`config.mk`:
```
export PLATFORM = sky130hd
export DESIGN_NAME = dvi_video_gen_flat
export DESIGN_NICKNAME = d
export VERILOG_FILES = /design/src/rtl/dvi_video_gen_if.sv /design/src/rtl/dvi_video_gen.sv /design/src/flat_wrapper.sv
export SDC_FILE = /design/constraint.sdc
export NUM_CORES = 1
export LEC_CHECK = 0
export BUFFER_PORTS_ARGS = -buffer_cell sky130_fd_sc_hd__buf_4
export CORE_MARGIN = 2
export CORE_UTILIZATION = 60
export CTS_CLUSTER_SIZE = 20
export DETAILED_ROUTE_END_ITERATION = 16
export GPL_ROUTABILITY_DRIVEN = 0
export GPL_TIMING_DRIVEN = 0
export PLACE_DENSITY = 0.83
export SLEW_MARGIN = 20
export SYNTH_ARGS = -nofsm -noshare
export SYNTH_HDL_FRONTEND = slang
export SYNTH_SLANG_ARGS = --single-unit
export TNS_END_PERCENT = 100
```
`constraint.sdc`:
```
create_clock -name clk_dot -period 10.71 [get_ports clk_dot]
set_input_delay 2.142 -clock clk_dot [delete_from_list [all_inputs] [get_ports clk_dot]]
set_output_delay 2.142 -clock clk_dot [all_outputs]
set_load 0.01 [all_outputs]
```
`src/rtl/dvi_video_gen_if.sv`:
```
// Video source bundle: pattern controls in, timed pixel stream out.
// Ports: mode/solid_rgb (to source); pix_x/y, frame_start, frame_cnt,
//        vga_de/hs/vs, vga_r/g/b (from source). master = source side.
interface dvi_video_gen_if #(
    parameter int CNT_W = 12,
    parameter int BPC   = 4
);
    logic [1:0]       mode;
    logic [23:0]      solid_rgb;
    logic [CNT_W-1:0] pix_x;
    logic [CNT_W-1:0] pix_y;
    logic             frame_start;
    logic [15:0]      frame_cnt;
    logic             vga_de;
    logic             vga_hs;
    logic             vga_vs;
    logic [BPC-1:0]   vga_r;
    logic [BPC-1:0]   vga_g;
    logic [BPC-1:0]   vga_b;

    modport master (
        input  mode, solid_rgb,
        output pix_x, pix_y, frame_start, frame_cnt,
        output vga_de, vga_hs, vga_vs, vga_r, vga_g, vga_b
    );

    modport slave (
        output mode, solid_rgb,
        input  pix_x, pix_y, frame_start, frame_cnt,
        input  vga_de, vga_hs, vga_vs, vga_r, vga_g, vga_b
    );
endinterface

```
`src/rtl/dvi_video_gen.sv`:
```
// Timing generator + test-pattern engine + bit-depth reduction, 2-cycle latency.
// Ports: clk_dot (pixel clock), reset (async, active high),
//        vid (dvi_video_gen_if.master: controls in, video stream out).
module dvi_video_gen #(
    parameter int   H_ACTIVE = 800,
    parameter int   H_FP     = 40,
    parameter int   H_SYNC   = 128,
    parameter int   H_BP     = 88,
    parameter int   V_ACTIVE = 600,
    parameter int   V_FP     = 1,
    parameter int   V_SYNC   = 4,
    parameter int   V_BP     = 23,
    parameter logic HS_POL   = 1'b1,
    parameter logic VS_POL   = 1'b1,
    parameter int   BPC      = 4,
    parameter int   CHK_LOG2 = 5,
    parameter int   CNT_W    = 12
) (
    input logic             clk_dot,
    input logic             reset,
    dvi_video_gen_if.master vid
);
    localparam int H_TOTAL = H_ACTIVE + H_FP + H_SYNC + H_BP;
    localparam int V_TOTAL = V_ACTIVE + V_FP + V_SYNC + V_BP;
    localparam int BAR_W   = H_ACTIVE / 8;

    localparam logic [CNT_W-1:0] ONE      = CNT_W'(1);
    localparam logic [CNT_W-1:0] H_LAST   = CNT_W'(H_TOTAL - 1);
    localparam logic [CNT_W-1:0] V_LAST   = CNT_W'(V_TOTAL - 1);
    localparam logic [CNT_W-1:0] H_ACT    = CNT_W'(H_ACTIVE);
    localparam logic [CNT_W-1:0] V_ACT    = CNT_W'(V_ACTIVE);
    localparam logic [CNT_W-1:0] HS_BEG   = CNT_W'(H_ACTIVE + H_FP);
    localparam logic [CNT_W-1:0] HS_END   = CNT_W'(H_ACTIVE + H_FP + H_SYNC);
    localparam logic [CNT_W-1:0] VS_BEG   = CNT_W'(V_ACTIVE + V_FP);
    localparam logic [CNT_W-1:0] VS_END   = CNT_W'(V_ACTIVE + V_FP + V_SYNC);
    localparam logic [CNT_W-1:0] BAR_LAST = CNT_W'(BAR_W - 1);

    // stage 0
    logic [CNT_W-1:0] h, v, bar_cnt;
    logic [2:0]       bar_idx;
    logic [1:0]       mode_sh;
    logic [23:0]      rgb_sh;

    logic             at_origin, active0, hs0, vs0;
    logic [1:0]       mode_eff;
    logic [23:0]      solid_eff;
    logic [7:0]       pr, pg, pb, hv_sum;

    // stage 1
    logic [7:0]       r1, g1, b1;
    logic             de1, hs1, vs1, fs1;
    logic [CNT_W-1:0] x1, y1;

    assign at_origin = (h == '0) && (v == '0);
    assign active0   = (h < H_ACT) && (v < V_ACT);
    assign hs0       = (h >= HS_BEG) && (h < HS_END);
    assign vs0       = (v >= VS_BEG) && (v < VS_END);

    // The frame's first pixel must already see a value changed at (0,0),
    // so bypass the shadow in that one cycle.
    assign mode_eff  = at_origin ? vid.mode      : mode_sh;
    assign solid_eff = at_origin ? vid.solid_rgb : rgb_sh;

    always_ff @(posedge clk_dot or posedge reset) begin
        if (reset) begin
            h       <= '0;
            v       <= '0;
            bar_cnt <= '0;
            bar_idx <= '0;
            mode_sh <= '0;
            rgb_sh  <= '0;
        end else begin
            if (at_origin) begin
                mode_sh <= vid.mode;
                rgb_sh  <= vid.solid_rgb;
            end
            if (h == H_LAST) begin
                h       <= '0;
                bar_cnt <= '0;
                bar_idx <= '0;
                v       <= (v == V_LAST) ? '0 : v + ONE;
            end else begin
                h <= h + ONE;
                // Bar index steps every BAR_W active pixels; avoids a divider.
                if (h < H_ACT) begin
                    if (bar_cnt == BAR_LAST) begin
                        bar_cnt <= '0;
                        bar_idx <= bar_idx + 3'd1;
                    end else begin
                        bar_cnt <= bar_cnt + ONE;
                    end
                end
            end
        end
    end

    always_comb begin
        pr     = '0;
        pg     = '0;
        pb     = '0;
        hv_sum = h[7:0] + v[7:0];
        if (active0) begin
            unique case (mode_eff)
                // Colour bar order W,Y,C,G,M,R,B,K maps to inverted index bits.
                2'd0: begin
                    pr = {8{~bar_idx[1]}};
                    pg = {8{~bar_idx[2]}};
                    pb = {8{~bar_idx[0]}};
                end
                2'd1: begin
                    pr = h[7:0];
                    pg = v[7:0];
                    pb = hv_sum;
                end
                2'd2: {pr, pg, pb} = {24{h[CHK_LOG2] ^ v[CHK_LOG2]}};
                default: {pr, pg, pb} = solid_eff;
            endcase
        end
    end

    always_ff @(posedge clk_dot or posedge reset) begin
        if (reset) begin
            r1  <= '0;
            g1  <= '0;
            b1  <= '0;
            de1 <= 1'b0;
            hs1 <= 1'b0;
            vs1 <= 1'b0;
            fs1 <= 1'b0;
            x1  <= '0;
            y1  <= '0;
        end else begin
            r1  <= pr;
            g1  <= pg;
            b1  <= pb;
            de1 <= active0;
            hs1 <= hs0;
            vs1 <= vs0;
            fs1 <= at_origin;
            x1  <= h;
            y1  <= v;
        end
    end

    // stage 2: polarity and truncation applied here only
    always_ff @(posedge clk_dot or posedge reset) begin
        if (reset) begin
            vid.vga_r       <= '0;
            vid.vga_g       <= '0;
            vid.vga_b       <= '0;
            vid.vga_de      <= 1'b0;
            vid.vga_hs      <= ~HS_POL;
            vid.vga_vs      <= ~VS_POL;
            vid.frame_start <= 1'b0;
            vid.frame_cnt   <= '0;
            vid.pix_x       <= '0;
            vid.pix_y       <= '0;
        end else begin
            vid.vga_r       <= r1[7 -: BPC];
            vid.vga_g       <= g1[7 -: BPC];
            vid.vga_b       <= b1[7 -: BPC];
            vid.vga_de      <= de1;
            vid.vga_hs      <= hs1 ? HS_POL : ~HS_POL;
            vid.vga_vs      <= vs1 ? VS_POL : ~VS_POL;
            vid.frame_start <= fs1;
            vid.pix_x       <= x1;
            vid.pix_y       <= y1;
            if (fs1) begin
                vid.frame_cnt <= vid.frame_cnt + 16'd1;
            end
        end
    end
endmodule

```
`src/flat_wrapper.sv`:
```
// flat-port wrapper written by rule: the top's interface ports become plain ports
module dvi_video_gen_flat 
#(
    parameter int   H_ACTIVE = 800,
    parameter int   H_FP     = 40,
    parameter int   H_SYNC   = 128,
    parameter int   H_BP     = 88,
    parameter int   V_ACTIVE = 600,
    parameter int   V_FP     = 1,
    parameter int   V_SYNC   = 4,
    parameter int   V_BP     = 23,
    parameter logic HS_POL   = 1'b1,
    parameter logic VS_POL   = 1'b1,
    parameter int   BPC      = 4,
    parameter int   CHK_LOG2 = 5,
    parameter int   CNT_W    = 12
)
  (clk_dot, reset, vid_mode, vid_solid_rgb, vid_pix_x, vid_pix_y, vid_frame_start, vid_frame_cnt, vid_vga_de, vid_vga_hs, vid_vga_vs, vid_vga_r, vid_vga_g, vid_vga_b);
  dvi_video_gen_if #(.CNT_W(CNT_W), .BPC(BPC)) vid_i ();
  input logic clk_dot;
  input logic reset;
  input wire logic [$bits(vid_i.mode)-1:0] vid_mode;
  input wire logic [$bits(vid_i.solid_rgb)-1:0] vid_solid_rgb;
  output wire logic [$bits(vid_i.pix_x)-1:0] vid_pix_x;
  output wire logic [$bits(vid_i.pix_y)-1:0] vid_pix_y;
  output wire logic [$bits(vid_i.frame_start)-1:0] vid_frame_start;
  output wire logic [$bits(vid_i.frame_cnt)-1:0] vid_frame_cnt;
  output wire logic [$bits(vid_i.vga_de)-1:0] vid_vga_de;
  output wire logic [$bits(vid_i.vga_hs)-1:0] vid_vga_hs;
  output wire logic [$bits(vid_i.vga_vs)-1:0] vid_vga_vs;
  output wire logic [$bits(vid_i.vga_r)-1:0] vid_vga_r;
  output wire logic [$bits(vid_i.vga_g)-1:0] vid_vga_g;
  output wire logic [$bits(vid_i.vga_b)-1:0] vid_vga_b;
  assign vid_i.mode = vid_mode;
  assign vid_i.solid_rgb = vid_solid_rgb;
  assign vid_pix_x = vid_i.pix_x;
  assign vid_pix_y = vid_i.pix_y;
  assign vid_frame_start = vid_i.frame_start;
  assign vid_frame_cnt = vid_i.frame_cnt;
  assign vid_vga_de = vid_i.vga_de;
  assign vid_vga_hs = vid_i.vga_hs;
  assign vid_vga_vs = vid_i.vga_vs;
  assign vid_vga_r = vid_i.vga_r;
  assign vid_vga_g = vid_i.vga_g;
  assign vid_vga_b = vid_i.vga_b;
  dvi_video_gen #(.H_ACTIVE(H_ACTIVE), .H_FP(H_FP), .H_SYNC(H_SYNC), .H_BP(H_BP), .V_ACTIVE(V_ACTIVE), .V_FP(V_FP), .V_SYNC(V_SYNC), .V_BP(V_BP), .HS_POL(HS_POL), .VS_POL(VS_POL), .BPC(BPC), .CHK_LOG2(CHK_LOG2), .CNT_W(CNT_W)) u_core (.clk_dot(clk_dot), .reset(reset), .vid(vid_i));
endmodule
```
Word-level counts from Yosys, hierarchy flattened:

Index checks and enable logic that the tools add are counted.

* add/sub/neg operators: 6
* order comparisons: 6
* equal/unequal tests: 5
* muxes and demuxes: 18
* bitwise logic cells: 4
* reductions and logical operators: 10

Operators with widths (number)
* one-hot mux 8 bit (3 select lines): 3
* 2-to-1 mux 12 bit: 5
* less-than comparator 12 x 10 -> 1 bit (second input constant): 4
* adder 12 x 1 -> 12 bit (second input constant): 3
* >= comparator 12 x 10 -> 1 bit (second input constant): 2
* logical NOT 12 bit: 2
* 2-to-1 mux 24 bit: 1
* 2-to-1 mux 8 bit: 3
* adder 16 x 1 -> 16 bit (second input constant): 1
* == test 12 x 10 -> 1 bit (second input constant): 1
* == test 12 x 11 -> 1 bit (second input constant): 1
* == test 12 x 7 -> 1 bit (second input constant): 1
* 2-to-1 mux 3 bit: 3
* adder 8 bit: 1
* logical AND 1 bit: 4
* nonzero test 2 bit: 2
* adder 3 x 1 -> 3 bit (second input constant): 1
* NOT 1 bit: 3
* == test 2 x 1 -> 1 bit (second input constant): 1
* == test 2 bit (second input constant): 1
* logical NOT 2 bit: 1
* 2-to-1 mux 1 bit: 2
* 2-to-1 mux 2 bit: 1
* AND reduction 2 bit: 1
* XOR 1 bit: 1

* register bits after elaboration: 173
* input bits: 28
* output and inout port bits: 56
* word-level logic and storage cells: 74

Logic depth before layout (Yosys ltp):

Gate-level depths: netlist of the first run.

* word-level depth: 6
* mapped depth: 10
* depth with buffers taken out: 9

Least setup slack after synthesis of the first run:

OpenSTA, ideal clock, no wires.

* path kind: input to register
* start point: in vid_mode[1]
* end point: reg u_core.g1[6]
* library setup time: 0.111 ns
* arrival time: 3.167 ns
* required time: 10.599 ns
* slack: 7.432 ns
* stages: 5
* buffers on the path: 1
* cell sequence: nand2b_1 mux2i_1 clkbuf_1 nand2_1 a2111oi_2

* word-level cells in the longest chain between the ends: 4
* elaborated cells between the ends (all ways): 6
* those cells by class: 2 x eq/ne; 3 x mux; 1 x reduce/logical

Ends and longest elaborated chain
* start: declaration: line flat_wrapper.sv:22 `input wire logic [$bits(vid_i.mode)-1:0] vid_mode;`
* 2-to-1 mux 2 bit (*): line dvi_video_gen.sv:61 `assign mode_eff = at_origin ? vid.mode : mode_sh;`
* == test 2 bit, or another cell as far along: line dvi_video_gen.sv:103 `unique case (mode_eff)`
* one-hot mux 8 bit (3 select lines) (*): line dvi_video_gen.sv:103
* 2-to-1 mux 8 bit (*): line dvi_video_gen.sv:102 `if (active0) begin`
* via u_core.pg[6]: line dvi_video_gen.sv:47 `logic [7:0] pr, pg, pb, hv_sum;`
* end signal: assignment: line dvi_video_gen.sv:134 `g1 <= pg;`
* end: declaration: line dvi_video_gen.sv:50 `logic [7:0] r1, g1, b1;`

The timed path passes the listed nets; every way through them passes the cells marked *.
A chain may end at the register's enable or synchronous reset.

Worst setup path after layout of the first run:

* start point: reg u_core.v[1]
* end point: reg u_core.b1[6]

* word-level cells in the longest chain between the ends: 6
* elaborated cells between the ends (all ways): 12
* those cells by class: 1 x add/sub; 1 x order compare; 2 x eq/ne; 4 x mux; 4 x reduce/logical

Ends and longest elaborated chain
* start: declaration: line dvi_video_gen.sv:39 `logic [CNT_W-1:0] h, v, bar_cnt;`
* start signal: assignment: line dvi_video_gen.sv:81 `v <= (v == V_LAST) ? '0 : v + ONE;`
* parallel branches: the longest is 5 deep, another holds adder 8 bit
* 2-to-1 mux 8 bit (*): line dvi_video_gen.sv:102
* via u_core.pb[6]: line dvi_video_gen.sv:47
* end signal: assignment: line dvi_video_gen.sv:135 `b1 <= pb;`
* end: declaration: line dvi_video_gen.sv:50

Mark *: on every way through the listed nets, which the timed path passes.

==> impl_results.rst, run 1 <==
.. list-table::
   :header-rows: 1

   * - Metric
     - Value
   * - Status
     - finished, final reports clean
   * - Peak VDD IR
     - 0.0000970 V
   * - Post-CTS repair timing setup buffer count
     - 0
   * - Max-slew violations
     - 0
   * - CP endpoint kind
     - flip-flop
   * - Core Area
     - 9770 µm²
   * - Final antenna diode count
     - 0
   * - Period utilisation layout
     - 0.316
   * - Setup slack of the most critical reg-to-reg path
     - 7330 ps
   * - CTS tree
     - yes
   * - Biggest area consumer among synthesized cells
     - dfrtp_1
   * - Post-synthesis average cell area
     - 11.5 µm²
   * - Worst-margin pin slew
     - 907 ps
   * - Final critical path time including I/O delays and setup
     - 3380 ps
   * - Number of cell rows
     - 36
   * - Unrepaired setup endpoints after global routing
     - no
   * - Synthesized Nets
     - 569
   * - Effective utilization at floorplan
     - 0.619
   * - Port Buf Inserts
     - 71
   * - Hold-fix buffers at CTS
     - 0
   * - Number of antenna violations at the first check in global routing
     - 0
   * - Power density relative to cell area
     - 167 nW/µm²
   * - Met2 Track Usage GR
     - 0.412
   * - Critical Setup Path Class
     - reg -> reg
   * - Post-route DRC
     - 0
   * - Peak Freq
     - 296 MHz
   * - Sum of overflow across all layers after global routing
     - 0
   * - Max-capacitance violation count
     - 0
   * - Final-report setup violation count
     - 0
   * - Post-DRT Antenna Nets
     - 0
   * - X dimension of the die
     - 104 µm
   * - Synth cell count leaders
     - dfrtp_1 (149), nand2_1 (84), nor3_1 (36)
   * - Non-filler instance count after layout
     - 763
   * - Post-Place Cells
     - 731
   * - Pin count of the biggest net entering global routing
     - 104
   * - Global Route met1 Usage
     - 0.317
   * - FFs w/ async S/R, synth
     - 1.00
   * - Layout Area Growth over Synthesis
     - 22.5%
   * - Tightest slew margin relative to the limit
     - 0.387
   * - Sequential-to-total area share from yosys stat
     - 0.617
   * - Maximum buffer depth of the clock tree
     - 2
   * - Count leader, synth
     - dfrtp_1
   * - Final Hold Viols
     - 0
   * - Die area
     - 10,900 µm²
   * - Wire length of the first global-routing pass
     - 21,600 µm
   * - #FFs+latches synth
     - 149
   * - Crit Path Max Fanout
     - 10
   * - CP max stage delay
     - 550 ps
   * - Clock transition at path regs
     - 60 ps
   * - Number of I/O pins
     - 84
   * - Synth area leaders
     - dfrtp_1 (62%), nand2_1 (5.2%), xnor2_1 (3.8%)
   * - Synth Warn #
     - 0
   * - Via count of the first global-routing pass
     - 4,420
   * - Worst clock skew
     - 7.70 ps
   * - Wirelength, routed
     - 12,800 µm
   * - Vias
     - 4,325
   * - Most crowded layer after global routing
     - met2
   * - Die Height
     - 104 µm
   * - Cell area after layout
     - 7410 µm²
   * - Number of synthesized flops with an enable pin
     - 0
   * - Critical path, cell by cell
     - inv_1 > ha_1 > nor4b_1 > nand4_1 > or4_4 > clkinv_1 > mux2i_1 > clkbuf_1 > nand2_1 > a2111oi_2
   * - Data arrival, critical path
     - 3750 ps
   * - Number of vias per cell
     - 5.67
   * - Leakage power summed over all cells
     - 3.47 nW
   * - Nets@finish
     - 660
   * - Root Driver
     - clkbuf_8
   * - Share of final-layout standard cells stronger than drive strength 1
     - 0.213
   * - Share of Yosys cell area claimed by the top area cell type
     - 0.617
   * - Aggregate global-route resource usage
     - 0.253
   * - Detailed-routing iteration count for the pre-antenna-repair pass
     - 4
   * - Post-placement cell area
     - 6780 µm²
   * - Library cells used by synthesis
     - 43
   * - Total power consumption of the routed design
     - 1.24 mW
   * - Tightest Hold Check Type
     - reg -> reg
   * - Prevailing post-synth register cell
     - dfrtp_1
   * - Met3 usage in global routing
     - 0.0614
   * - Post-route worst hold slack
     - 345 ps
   * - Syn Inst Count
     - 526
   * - H-tree depth
     - 4
   * - Startpoint Class
     - flip-flop
   * - Sum of negative setup slack
     - 0 ps
   * - Iter 0 DRT Violations
     - 311
   * - Total of cells resized after clock tree synthesis
     - 0
   * - Required time reported for the critical path endpoint
     - 11,080 ps
   * - Number of buffers inserted during clock tree synthesis
     - 17
   * - Cell type of the slowest stage on the worst timing path
     - or4_4
   * - Routed length per instance
     - 16.8 µm
   * - Clock net sink count
     - 149
   * - Synthesized area
     - 6050 µm²
   * - Clk_lat worst skew
     - 520 ps
   * - DP Wirelength
     - 8200 µm
-- metrics by stage --
step / utilization / setup WS, ps
2_1_floorplan: - / 4560
3_3_place_gp: 0.690 / 3350
5_1_grt: 0.758 / 7070
4_1_cts: 0.758 / 7400
3_5_place_dp: 0.694 / 7060
6_report: 0.758 / 7330
-- path summary, 6_finish.rpt --
kind	startpoint	to	depth (start not counted)
min reg2reg	u_core.x1[4]$_DFF_PP0_	u_core.vid.pix_x[4]$_DFF_PP0_	0
max	u_core.v[1]$_DFFE_PP0N_	u_core.b1[6]$_DFF_PP0_	10
max reg2reg	u_core.v[1]$_DFFE_PP0N_	u_core.b1[6]$_DFF_PP0_	10
min in group asynchronous	reset	u_core.vid.frame_cnt[13]$_DFFE_PP0P_	2
min	u_core.x1[4]$_DFF_PP0_	u_core.vid.pix_x[4]$_DFF_PP0_	0
max in group asynchronous	reset	u_core.bar_cnt[4]$_DFFE_PP0P_	3
-- layout by cell type, fill, tap and decap left out, drive strengths merged, types with 2 or more instances in the layout --
cell type    n
nor4b        4
buf         77
and2         3
nand2       84
ha          15
o21ai       25
a31oi        3
a2bb2oi      3
or4          2
xor2        13
a2111oi     12
nand4        9
and4         3
dfrtp      149
nor4         2
or3          2
a21oi        8
and3        10
xnor2       26
clkbuf      36
nor3        36
inv         11
bufinv       4
clkinv       8
mux2i        5
nand2b       2
nand3       28
o31ai        5
nor2b        2
nor2        31
mux2         3
-- power breakdown --
part	switching [mW]	leakage [nW]	total [mW]	internal [mW]
Sequential	0.00424	1.91	0.577	0.573
Combinational	0.0255	1.25	0.0417	0.0162
Clock	0.231	0.310	0.618	0.388
-- layer usage --
metal	vias up	share of wire	wire, µm
met5	-	0	0
met4	0	0.036	466
met3	44	0.059	751
met2	193	0.50	6390
met1	2081	0.41	5180
li1	2007	-	-
-- layout make-up --
type | count | area [µm²]
plain buffers | 23 | 105
well taps | 133 | 166
inverters | 9 | 41.3
clock inverters | 14 | 200
flip-flops and latches | 149 | 3730
fillers | 609 | 2360
clock buffers | 18 | 428
multi-input cells | 345 | 2180
repair buffers | 72 | 561
-- state kept, by name, indices dropped and copies added (netlist names), 2 cells and up --
name                  cells
u_core.vid.frame_cnt     16
u_core.vid.vga_b          4
u_core.g1                 4
u_core.vid.pix_x         12
u_core.bar_cnt           12
u_core.b1                 4
u_core.vid.pix_y         12
u_core.rgb_sh            12
u_core.vid.vga_r          4
u_core.x1                12
u_core.mode_sh            2
u_core.r1                 4
u_core.v                 12
u_core.bar_idx            3
u_core.vid.vga_g          4
u_core.y1                12
u_core.h                 12
-- kinds of logic (layout without fill, tap and decap cells) --
group                      count (synthesis)  after routing  share of synthesized area
and+or+nand+nor                          222            222                      0.175
DFF                                      149            149                      0.617
AOI/OAI and AO/OA                         61             61                     0.0805
xor gates and xnor gates                  39             39                     0.0565
buffers and inverters                     32            136                     0.0230
adders and majority gates                 15             15                     0.0310
muxes                                      8              8                     0.0172
-- critical path: cells and delay by family, from the launching register on --
| kind | cells | cell delay [ps] |
|---|---|---|
| and+or+nand+nor | 4 | 1060 |
| buffers and inverters | 3 | 710 |
| AOI/OAI and AO/OA | 1 | 510 |
| DFF | 1 | 450 |
| muxes | 1 | 320 |
| adders and majority gates | 1 | 180 |
(Power assumes the default switching activity.)
==> inputs of run 2 (changes only) <==
- CORE_UTILIZATION: 60 -> 57
- PLACE_DENSITY: 0.83 -> 0.79
- clock period: 10.71 -> 3.32 ns (I/O delays scaled with it)
==> impl_results.rst, run 2 (same netlist as run 1, synthesis figures left out) <==
.. list-table::
   :header-rows: 1

   * - Metric
     - Value
   * - Switching portion of total power
     - 0.217 (was 0.210)
   * - Peak Freq
     - 319 MHz (was 296 MHz)
   * - Number of cell rows
     - 37 (was 36)
   * - Clock net sink count
     - 149 (unchanged)
   * - Detailed-routing iteration count for the pre-antenna-repair pass
     - 5 (was 4)
   * - Tightest Hold Check Type
     - in -> async (was reg -> reg)
   * - Routed length per instance
     - 17.5 µm (was 16.8 µm)
   * - Number of vias per cell
     - 5.80 (was 5.67)
   * - Maximum buffer depth of the clock tree
     - 2 (unchanged)
   * - Final critical path time including I/O delays and setup
     - 3140 ps (was 3380 ps)
   * - Post-DRT Antenna Nets
     - 0 (unchanged)
   * - DP Wirelength
     - 9110 µm (was 8200 µm)
   * - Unrepaired setup endpoints after global routing
     - no (unchanged)
   * - Sum of overflow across all layers after global routing
     - 0 (unchanged)
   * - Die Height
     - 107 µm (was 104 µm)
   * - Post-route worst hold slack
     - 153 ps (was 345 ps)
   * - Worst-margin pin slew
     - 931 ps (was 907 ps)
   * - Net switching power figure
     - 0.853 mW (was 0.260 mW)
   * - Port Buf Inserts
     - 71 (unchanged)
   * - Required time reported for the critical path endpoint
     - 3700 ps (was 11,080 ps)
   * - Combinational power share
     - 0.036 (was 0.034)
   * - Final Hold Viols
     - 0 (unchanged)
   * - X dimension of the die
     - 107 µm (was 104 µm)
   * - Cell type of the slowest stage on the worst timing path
     - or4_4 (unchanged)
   * - Number of logic stages on the critical path including buffering
     - 10 (unchanged)
   * - Largest register by flop count
     - u_core.vid.frame_cnt (unchanged)
   * - Most frequent cells in the layout
     - dfrtp_1 (149), nand2_1 (84), buf_4 (71) (unchanged)
   * - Layout Area Growth over Synthesis
     - 23.3% (was 22.5%)
   * - Via count of the first global-routing pass
     - 4,535 (was 4,420)
   * - Data arrival, critical path
     - 3520 ps (was 3750 ps)
   * - Max-capacitance violation count
     - 0 (unchanged)
   * - Clock transition at path regs
     - 60 ps (about the same)
   * - Hold-fix buffers at CTS
     - 0 (unchanged)
   * - Die area
     - 11,400 µm² (was 10,900 µm²)
   * - Critical register-to-register path endpoint
     - u_core.g1[6]$_DFF_PP0_ (was u_core.b1[6]$_DFF_PP0_)
   * - Final-report setup violation count
     - 0 (unchanged)
   * - Setup slack of the most critical reg-to-reg path
     - 180 ps (was 7330 ps)
   * - Share of final-layout standard cells stronger than drive strength 1
     - 0.221 (was 0.213)
   * - Leakage power summed over all cells
     - 3.48 nW (was 3.47 nW)
   * - CP max stage delay
     - 550 ps (about the same)
   * - Final core utilization
     - 0.722 (was 0.758)
   * - Pin count of the biggest net entering global routing
     - 37 (was 104)
   * - Core Area
     - 10,300 µm² (was 9770 µm²)
   * - Peak VDD IR
     - 0.000304 V (was 0.0000970 V)
   * - Post-route DRC
     - 0 (unchanged)
   * - Final antenna diode count
     - 0 (unchanged)
   * - CP endpoint kind
     - flip-flop (unchanged)
   * - Number of buffers inserted during clock tree synthesis
     - 17 (unchanged)
   * - Launch point of the worst reg-to-reg path
     - u_core.v[0]$_DFFE_PP0N_ (was u_core.v[1]$_DFFE_PP0N_)
   * - Crit Path Max Fanout
     - 10 (unchanged)
   * - Worst clock skew
     - 6.24 ps (was 7.70 ps)
   * - Depth of the worst register-to-register path
     - 10 (unchanged)
   * - Power density relative to cell area
     - 528 nW/µm² (was 167 nW/µm²)
   * - Startpoint Class
     - flip-flop (unchanged)
   * - Root Driver
     - clkbuf_8 (unchanged)
   * - CTS tree
     - yes (unchanged)
   * - Number of I/O pins
     - 84 (unchanged)
   * - Tightest slew margin relative to the limit
     - 0.373 (was 0.387)
   * - H-tree depth
     - 4 (unchanged)
   * - Effective utilization at floorplan
     - 0.586 (was 0.619)
   * - Wirelength, routed
     - 13,400 µm (was 12,800 µm)
   * - Max-slew violations
     - 0 (unchanged)
   * - Crit-path leading delay family
     - simple AND/OR/NAND/NOR gates (unchanged)
   * - Critical Setup Path Class
     - reg -> reg (unchanged)
   * - Iter 0 DRT Violations
     - 397 (was 311)
   * - Sum of buffers and inverters on the critical path
     - 3 (unchanged)
   * - Number of antenna violations at the first check in global routing
     - 0 (unchanged)
   * - Internal portion of total power
     - 3.08 mW (was 0.977 mW)
   * - Sequential cell fraction of total power
     - 0.473 (was 0.467)
   * - Aggregate global-route resource usage
     - 0.255 (was 0.253)
   * - Critical path, cell by cell
     - inv_1 > ha_1 > nor4b_2 > nand4_1 > or4_4 > clkinv_1 > mux2i_2 > buf_2 > nand2_1 > a2111oi_2 (was inv_1 > ha_1 > nor4b_1 > nand4_1 > or4_4 > clkinv_1 > mux2i_1 > clkbuf_1 > nand2_1 > a2111oi_2)
   * - Clock share of power
     - 0.491 (was 0.500)
   * - Wire length of the first global-routing pass
     - 22,300 µm (was 21,600 µm)
   * - Vias
     - 4,460 (was 4,325)
   * - Clk_lat worst skew
     - 520 ps (about the same)
   * - Period utilisation layout
     - 0.945 (was 0.316)
   * - Setup crit start
     - u_core.v[0]$_DFFE_PP0N_ (was u_core.v[1]$_DFFE_PP0N_)
   * - Status
     - finished, final reports clean (unchanged)
   * - Post-CTS repair timing setup buffer count
     - 0 (unchanged)
   * - Flip-flop count of the largest register after layout
     - 16 (unchanged)
   * - Most common library cell in the layout ignoring fill and taps
     - dfrtp_1 (unchanged)
   * - Nets@finish
     - 663 (was 660)
-- run 2: power by group through the flow --
stage	clock [mW]	combinational (mW)	sequential, mW
floorplan	0	0.0677	1.90
global placement	0	0.125	1.89
detailed placement	0	0.141	1.89
CTS	1.96	0.142	1.86
global route	2.04	0.157	1.86
finish	1.93	0.140	1.86
-- run 2: cell type report --
type                       count  area, µm²
multi-input combinational    345       2200
tap                          136        170
buffer                        23        106
inverter                       9       37.5
timing repair buffer          75        613
fill                         671       2870
clock inverter                13        171
sequential                   149       3730
clock buffer                  19        432
-- run 2: what timing repair did --
item / in CTS / in global routing
endpoints found under the setup margin: 1 / 10
resized for setup: 1 / 4
hold endpoints to repair: 0 / 0
pin swaps: 0 / 0
-- run 2: layer usage --
| layer | wire [µm] | share of wire | global-route usage |
|---|---|---|---|
| met4 | 340 | 0.025 | 0.105 |
| met5 | 0 | 0 | 0 |
| met3 | 709 | 0.053 | 0.0565 |
| met2 | 6970 | 0.52 | 0.431 |
| met1 | 5410 | 0.40 | 0.319 |
-- run 2: how the worst max path moves through the flow --
stage                             endpoint  slack, ps
CTS                 u_core.b1[5]$_DFF_PP0_         90
global placement    u_core.b1[5]$_DFF_PP0_         70
global route        u_core.g1[6]$_DFF_PP0_         10
detailed placement  u_core.b1[5]$_DFF_PP0_         -9
floorplan           u_core.g1[6]$_DFF_PP0_        600
finish              u_core.g1[6]$_DFF_PP0_        180
-- run 2: per-stage QoR --
stage,instances,instance area [µm²],worst slack [ps],TNS (ps),power [mW]
2_1_floorplan,526,6050,595,0,1.97
3_3_place_gp,733,6750,66.0,0,2.02
3_5_place_dp,737,6830,-8.72,-8.72,2.03
4_1_cts,769,7440,86.5,0,3.97
5_1_grt,769,7450,12.2,0,4.06
6_report,769,7450,182,0,3.94
==> inputs of run 3 (changes only) <==
- RECOVER_POWER: default -> 50
==> impl_results.rst, run 3 (same netlist as run 1, synthesis figures left out) <==
.. list-table::
   :header-rows: 1

   * - Metric
     - Value
   * - Wirelength, routed
     - 13,400 µm (about the same)
   * - Clock net sink count
     - 149 (unchanged)
   * - Final Hold Viols
     - 0 (unchanged)
   * - DP Wirelength
     - 9110 µm (unchanged)
   * - Number of buffers inserted during clock tree synthesis
     - 17 (unchanged)
   * - Vias
     - 4,454 (was 4,460)
   * - Number of I/O pins
     - 84 (unchanged)
   * - Iter 0 DRT Violations
     - 377 (was 397)
   * - Via count of the first global-routing pass
     - 4,535 (unchanged)
   * - CP endpoint kind
     - flip-flop (unchanged)
   * - Most common library cell in the layout ignoring fill and taps
     - dfrtp_1 (unchanged)
   * - Clk_lat worst skew
     - 530 ps (was 520 ps)
   * - Detailed-routing iteration count for the pre-antenna-repair pass
     - 5 (unchanged)
   * - Status
     - finished, violations left (was finished, final reports clean)
   * - Required time reported for the critical path endpoint
     - 3710 ps (was 3700 ps)
   * - Final core utilization
     - 0.719 (was 0.722)
   * - Worst clock skew
     - 6.23 ps (was 6.24 ps)
   * - Data arrival, critical path
     - 3530 ps (was 3520 ps)
   * - Post-DRT Antenna Nets
     - 0 (unchanged)
   * - Peak Freq
     - 318 MHz (was 319 MHz)
   * - Post-CTS repair timing setup buffer count
     - 0 (unchanged)
   * - Unrepaired setup endpoints after global routing
     - no (unchanged)
   * - X dimension of the die
     - 107 µm (unchanged)
   * - Layout Area Growth over Synthesis
     - 22.7% (was 23.3%)
   * - Tightest slew margin relative to the limit
     - -0.280 (was 0.373)
   * - Aggregate global-route resource usage
     - 0.255 (unchanged)
   * - Tightest Hold Check Type
     - in -> async (unchanged)
   * - Final critical path time including I/O delays and setup
     - 3140 ps (about the same)
   * - Sum of overflow across all layers after global routing
     - 0 (unchanged)
   * - Flip-flop count of the largest register after layout
     - 16 (unchanged)
   * - Clock transition at path regs
     - 60 ps (about the same)
   * - Largest register by flop count
     - u_core.vid.frame_cnt (unchanged)
   * - Period utilisation layout
     - 0.947 (was 0.945)
   * - Die Height
     - 107 µm (unchanged)
   * - Wire length of the first global-routing pass
     - 22,300 µm (unchanged)
   * - Peak VDD IR
     - 0.000305 V (was 0.000304 V)
   * - Nets@finish
     - 663 (unchanged)
   * - Number of cell rows
     - 37 (unchanged)
   * - Number of vias per cell
     - 5.79 (was 5.80)
   * - H-tree depth
     - 4 (unchanged)
   * - Worst-margin pin slew
     - 1920 ps (was 931 ps)
   * - Effective utilization at floorplan
     - 0.586 (unchanged)
   * - Core Area
     - 10,300 µm² (unchanged)
   * - Die area
     - 11,400 µm² (unchanged)
   * - Power density relative to cell area
     - 530 nW/µm² (was 528 nW/µm²)
   * - Maximum buffer depth of the clock tree
     - 2 (unchanged)
   * - Most frequent cells in the layout
     - dfrtp_1 (149), nand2_1 (84), buf_4 (70) (was dfrtp_1 (149), nand2_1 (84), buf_4 (71))
   * - Final-report setup violation count
     - 0 (unchanged)
   * - Max-slew violations
     - 65 (was 0)
   * - Cell area after layout
     - 7420 µm² (was 7450 µm²)
   * - Max-capacitance violation count
     - 2 (was 0)
   * - Crit Path Max Fanout
     - 10 (unchanged)
   * - Startpoint Class
     - flip-flop (unchanged)
   * - Routed length per instance
     - 17.4 µm (was 17.5 µm)
   * - Number of antenna violations at the first check in global routing
     - 0 (unchanged)
   * - Post-route DRC
     - 0 (unchanged)
   * - Hold-fix buffers at CTS
     - 0 (unchanged)
   * - Critical Setup Path Class
     - reg -> reg (unchanged)
   * - Leakage power summed over all cells
     - 3.46 nW (was 3.48 nW)
   * - Root Driver
     - clkbuf_8 (unchanged)
   * - Post-placement cell area
     - 6830 µm² (unchanged)
   * - Pin count of the biggest net entering global routing
     - 37 (unchanged)
   * - Layout fillers
     - 678 (was 671)
   * - CTS tree
     - yes (unchanged)
   * - Share of final-layout standard cells stronger than drive strength 1
     - 0.218 (was 0.221)
   * - Failing checks
     - capacitance limit, slew limit
   * - Final antenna diode count
     - 0 (unchanged)
   * - Port Buf Inserts
     - 71 (unchanged)
==> run 3: cell count changes in the layout (fill, tap and decap cells not counted), sizes merged <==
| cell | change |
|---|---|
| buf | -3 |
| clkbuf | +3 |
==> run 3: repair_timing <==
item                                    CTS  global route
gates resized for setup                   1             4
hold endpoints to repair                  0             0
endpoints found under the setup margin    1            10
==> run 3: layout make-up <==
class	count	area, µm²	share of cell area
inverters	9	35.0	0.00472
repair buffers	75	581	0.0782
clock buffers	19	432	0.0582
well taps	136	170	0.0229
clock inverters	13	171	0.0231
multi-input cells	345	2200	0.296
flip-flops and latches	149	3730	0.503
plain buffers	23	106	0.0143
==> run 3: where the power goes <==
part	internal (mW)	total (mW)	switching (mW)	leakage [nW]
clock	1.18	1.93	0.758	0.289
sequential	1.85	1.86	0.0130	1.91
combinational	0.0544	0.135	0.0801	1.26
total	3.08	3.93	0.851	3.46
==> run 3: metrics by stage <==
stage,instances,setup TNS [ps],power (mW),hold WS (ps),setup slack [ps]
after floorplan,526,0,1.97,331,595
after global placement,733,0,2.02,331,66.0
after detailed placement,737,-8.72,2.03,336,-8.72
after CTS,769,0,3.97,150,86.5
after global routing,769,0,4.05,294,12.2
final,769,0,3.93,242,178
==> run 3: final timing paths <==
check / start / to / slack (ps) / depth (start not counted)
max: u_core.v[0]$_DFFE_PP0N_ / u_core.g1[6]$_DFF_PP0_ / 180 / 10
min: reset / u_core.vid.pix_x[3]$_DFF_PP0_ / 240 / 2
max reg2reg: u_core.v[0]$_DFFE_PP0N_ / u_core.g1[6]$_DFF_PP0_ / 180 / 10
min reg2reg: u_core.r1[6]$_DFF_PP0_ / u_core.vid.vga_r[2]$_DFF_PP0_ / 340 / 0
max in group asynchronous: reset / u_core.vid.vga_g[1]$_DFF_PP0_ / 870 / 3
min in group clk_dot: u_core.r1[6]$_DFF_PP0_ / u_core.vid.vga_r[2]$_DFF_PP0_ / 340 / 0
==> run 3: critical path, cell delays in order (launching register included) <==
cell and delay [ps]:
dfrtp_1 510, inv_1 150, ha_1 160, nor4b_2 170, nand4_1 130, or4_4 550
clkinv_1 210, mux2i_2 300, buf_2 250, nand2_1 100, a2111oi_2 480
==> run 3: routing by layer <==
| layer | up-vias | track usage | wire (µm) | share of wire |
|---|---|---|---|---|
| li1 | 2016 | - | - | - |
| met1 | 2196 | 0.319 | 5270 | 0.39 |
| met2 | 197 | 0.431 | 6960 | 0.52 |
| met3 | 45 | 0.0565 | 746 | 0.056 |
| met4 | 0 | 0.105 | 415 | 0.031 |
| met5 | - | 0 | 0 | 0 |
